==> src/rtl/bit_entry_conditioner.sv <==
// Synchronizes and debounces a raw step button and data switch, emitting one
// qualified bit per press plus a history shift register and an entry counter.
module bit_entry_conditioner #(
   parameter int unsigned DEBOUNCE_CYCLES = 500000,
   parameter int unsigned SYNC_STAGES     = 2,
   parameter int unsigned HIST_WIDTH      = 8
) (
   input  logic                  clk,
   input  logic                  rst,
   input  logic                  ena,
   input  logic                  btn_n,
   input  logic                  sw_data,
   output logic                  bit_out,
   output logic                  bit_valid,
   output logic [HIST_WIDTH-1:0] history,
   output logic [7:0]            bit_count
);

   localparam int unsigned CW = $clog2(DEBOUNCE_CYCLES);
   localparam logic [CW-1:0] CNT_LAST = CW'(DEBOUNCE_CYCLES - 1);

   typedef enum logic [1:0] {
      IDLE,
      PRESS_WAIT,
      HELD,
      RELEASE_WAIT
   } state_t;

   state_t                 state, state_next;
   logic [CW-1:0]          cnt, cnt_next;
   logic [SYNC_STAGES-1:0] btn_sync, sw_sync;
   logic                   btn_s, sw_s;
   logic                   accept;

   // Button flops idle at 1 so a reset never looks like a press.
   always_ff @(posedge clk or negedge rst) begin
      if (!rst) begin
         btn_sync <= '1;
         sw_sync  <= '0;
      end else begin
         btn_sync <= {btn_sync[SYNC_STAGES-2:0], btn_n};
         sw_sync  <= {sw_sync[SYNC_STAGES-2:0], sw_data};
      end
   end

   assign btn_s = btn_sync[SYNC_STAGES-1];
   assign sw_s  = sw_sync[SYNC_STAGES-1];

   always_ff @(posedge clk or negedge rst) begin
      if (!rst) begin
         state <= IDLE;
         cnt   <= '0;
      end else begin
         state <= state_next;
         cnt   <= cnt_next;
      end
   end

   always_comb begin
      state_next = state;
      cnt_next   = cnt;
      if (ena) begin
         unique case (state)
            IDLE: begin
               if (!btn_s) begin
                  state_next = PRESS_WAIT;
                  cnt_next   = '0;
               end
            end
            PRESS_WAIT: begin
               if (btn_s) begin
                  state_next = IDLE;
                  cnt_next   = '0;
               end else if (cnt == CNT_LAST) begin
                  state_next = HELD;
                  cnt_next   = '0;
               end else begin
                  cnt_next = cnt + CW'(1);
               end
            end
            HELD: begin
               if (btn_s) begin
                  state_next = RELEASE_WAIT;
                  cnt_next   = '0;
               end
            end
            RELEASE_WAIT: begin
               if (!btn_s) begin
                  state_next = HELD;
                  cnt_next   = '0;
               end else if (cnt == CNT_LAST) begin
                  state_next = IDLE;
                  cnt_next   = '0;
               end else begin
                  cnt_next = cnt + CW'(1);
               end
            end
            default: begin
               state_next = IDLE;
               cnt_next   = '0;
            end
         endcase
      end
   end

   always_comb begin
      accept = ena && (state == PRESS_WAIT) && !btn_s && (cnt == CNT_LAST);
   end

   always_ff @(posedge clk or negedge rst) begin
      if (!rst) begin
         bit_out   <= 1'b0;
         bit_valid <= 1'b0;
         history   <= '0;
         bit_count <= '0;
      end else begin
         bit_valid <= accept;
         if (accept) begin
            bit_out   <= sw_s;
            history   <= {history[HIST_WIDTH-2:0], sw_s};
            bit_count <= bit_count + 8'd1;
         end
      end
   end

endmodule

==> config.mk <==
export PLATFORM = sky130hd
export DESIGN_NAME = bit_entry_conditioner
export DESIGN_NICKNAME = d
export VERILOG_FILES = /design/src/rtl/bit_entry_conditioner.sv
export SDC_FILE = /design/constraint.sdc
export NUM_CORES = 1
export LEC_CHECK = 0
export CAP_MARGIN = 20
export CORE_MARGIN = 5
export CORE_UTILIZATION = 55
export DETAILED_ROUTE_END_ITERATION = 12
export HOLD_SLACK_MARGIN = 0.08
export PLACE_DENSITY = 0.78
export SETUP_SLACK_MARGIN = 0.05
export SLEW_MARGIN = 20
export SYNTH_ARGS = -nofsm -noshare
export SYNTH_HDL_FRONTEND = slang
export SYNTH_SLANG_ARGS = --single-unit
==> constraint.sdc <==
create_clock -name clk -period 5.2 [get_ports clk]
set_input_delay 1.04 -clock clk [delete_from_list [all_inputs] [get_ports clk]]
set_output_delay 1.04 -clock clk [all_outputs]
set_load 0.005 [all_outputs]
==> impl_results.md <==
* Crit path kind: in -> reg
* Number of fill cells in the layout at 313
* Reg clk slew, reported paths at 120 ps
* Post-synthesis cell type count at 39
* Worst Path Buf+Inv at 1
* Via count at 1,462
* Final ANT Viol Nets at 0
* Critical path's slowest cell: clkdlybuf4s50_1
* Status: completed
* Crit-path max FO at 14
* Crit path launch type: primary input
* CTS Sinks at 42
* Core Box Area at 3580 um^2
* Routed wire length per instance at 16.0 um
* Worst relative slew slack at 0.384
* Largest net degree at the start of global routing at 43
* Sequential fraction of the synthesis area at 0.527
* Worst slew pin tran at 924 ps
* Yosys warns at 0
* Grt total ovfl at 0
* Highest Clock Rate at 0.342 GHz
* Commonest non-fill, non-tap cell in the layout: dfrtp_1
* Share of post-route cells with drive strength above 1 at 0.118
* Mapped Nets at 186
* Vias in the first global route at 1,498
* DPL Wire Length at 2810 um
* CTS max path bufs at 2
* Initial core utilization at 0.559
* Syn Area/Cell at 11.2 um^2
* Post-Syn Instances at 179
* Flop2flop setup slack at 2950 ps
* Synthesized area at 2000 um^2
* Resized cells post-CTS at 0
* Rows at 22
* # hold bufs at CTS at 0
* H-tree Lvls at 2
* Top Family by Delay on Critical Path: simple AND/OR/NAND/NOR gates
* Total Wirelength at 4020 um
* RSZ-0062 raised after global routing: false
* VDD IR max at 0.187 mV
* Die Ht at 70.3 um
* PnR Total Power at 699 uW
* Asr flop ratio synth at 1.00
* Power per cell area at 301 nW/um^2
* Post-synth EDFFs at 0
* P_leak at 1.05 nW
* Crit-path max cell delay at 660 ps
* Cells along the critical path: clkdlybuf4s50_1 -> nand2_2 -> or3_1 -> nor3_4 -> mux2_2
* Main synth FF type: dfrtp_1
* Inserted Diodes at 0
* Die ar. at 4940 um^2
* Total negative slack at 0 ps
* CTS tree: done
* Final Cycle Share at 0.563
* DRC at 0
* Initial antenna violation count at 0
* Port Buffers at 22
* Drt pass-1 iters at 5
* Period minus WS final at 2930 ps
* Worst setup EP type: register
* Area Growth Syn to Fin at 16.1%
* Total of max-cap violations at 0
* Die Wd at 70.3 um
* Worst EP required at 5440 ps
* Post-CTS Setup Inserts at 0
* I/O pin total at 23
* Number of synthesized register bits at 42
* Hold Crit Class: reg -> reg
* Final Slew Violations at 0
* # setup viols final at 0
* CTS root buf: clkbuf_4
* TritonCTS Buffers at 5
* Total GRT Usage at 0.178
* Gpl congestion at 0.899
* Initial DRC Count at 176
* Worst clock skew at 7.00 ps
* WP data arrival at 3170 ps
* Worst hold slack at 374 ps
* Final #Nets at 210
* Vias per cell at 5.80
* Final Hold Viols at 0
* Global-route wire length before repair at 7010 um
* Clk_lat worst skew at 340 ps
* Commonest cells after routing, fill and taps aside: dfrtp_1, clkdlybuf4s50_1, nand2_1, nor2_1, nand3_1
-- state kept, by name, indices dropped and copies added (netlist names), named ones only --
| name | count |
|---|---|
| btn_sync | 2 |
| bit_valid | 1 |
| bit_count | 8 |
| state | 1 |
| cnt | 19 |
| sw_sync | 2 |
| history | 8 |
-- report_power, final --
part           internal [mW]  switching (mW)
Combinational         0.0433          0.0752
Clock                  0.101           0.103
Sequential             0.346          0.0292
Total                  0.491           0.208
-- synthesized netlist by cell type (2+ instances only) --
library cell	count	area share
mux2_2	9	0.051
dfrtp_1	40	0.50
nand2_1	14	0.026
a31oi_1	2	0.0063
o31ai_1	5	0.019
ha_1	2	0.013
dfstp_2	2	0.026
xnor2_1	9	0.039
buf_4	2	0.0075
buf_2	2	0.0050
o21ai_0	6	0.015
xor2_1	10	0.044
and3_1	9	0.028
nor2_1	13	0.024
nand4_1	10	0.031
and2_1	5	0.016
inv_1	3	0.0056
and4_1	2	0.0088
nand3_1	11	0.028
nor3_1	4	0.010
-- path summary, 6_finish.rpt --
kind	startpoint	endpoint	depth (start not counted)
setup / recovery	ena	history[3]$_DFFE_PN0P_	5
hold / removal	btn_sync[0]$_DFF_PN1_	btn_sync[1]$_DFF_PN1_	0
setup reg to reg	cnt[0]$_DFFE_PN0P_	history[3]$_DFFE_PN0P_	5
hold reg to reg	btn_sync[0]$_DFF_PN1_	btn_sync[1]$_DFF_PN1_	0
max in group asynchronous	rst	cnt[11]$_DFFE_PN0P_	1
min in group asynchronous	rst	bit_count[7]$_DFFE_PN0P_	1
-- final cells by class --
cell class              count  area [um^2]  area share
repair buffers             23          223      0.0959
clock buffers               6         41.3      0.0178
inverters                   3         11.3     0.00485
clock inverters             2         37.5      0.0162
flip-flops and latches     42         1050       0.454
well taps                  48         60.1      0.0259
multi-input cells         128          896       0.386
-- stage by stage --
| stage | instances | utilization | cell area [um^2] | setup slack, ps |
|---|---|---|---|---|
| 3_5_place_dp | 244 | 0.627 | 2240 | 1920 |
| 4_1_cts | 252 | 0.649 | 2320 | 2280 |
| 3_3_place_gp | 244 | 0.627 | 2240 | 1960 |
| 6_report | 252 | 0.649 | 2320 | 2270 |
| 2_1_floorplan | 179 | - | 2000 | 2710 |
| 5_1_grt | 252 | 0.649 | 2320 | 2180 |
-- worst reg2reg max path, stage by stage (launching register included) --
cell and delay [ps]:
dfrtp_1 420, ha_1 220, and3_1 310, nand3_1 240
nor3_4 570, mux2_2 410
-- routing by layer --
metal,global-route usage,share of wire
met1,0.233,0.46
met2,0.280,0.48
met3,0.0518,0.054
met4,0.0617,0.0062
met5,0,0
-- cell families (layout without fill, tap and decap cells) --
| group | after synthesis | after routing | share of synthesized area |
|---|---|---|---|
| buffers and inverters | 9 | 34 | 0.0256 |
| AND/OR/NAND/NOR | 75 | 75 | 0.211 |
| XOR/XNOR | 20 | 20 | 0.0944 |
| AO/OA/AOI/OAI | 22 | 22 | 0.0788 |
| adder cells (fa/ha/maj) | 2 | 2 | 0.0125 |
| flip-flops | 42 | 42 | 0.527 |
| multiplexers | 9 | 9 | 0.0507 |
Note: power is estimated with default switching activity, not from simulation.
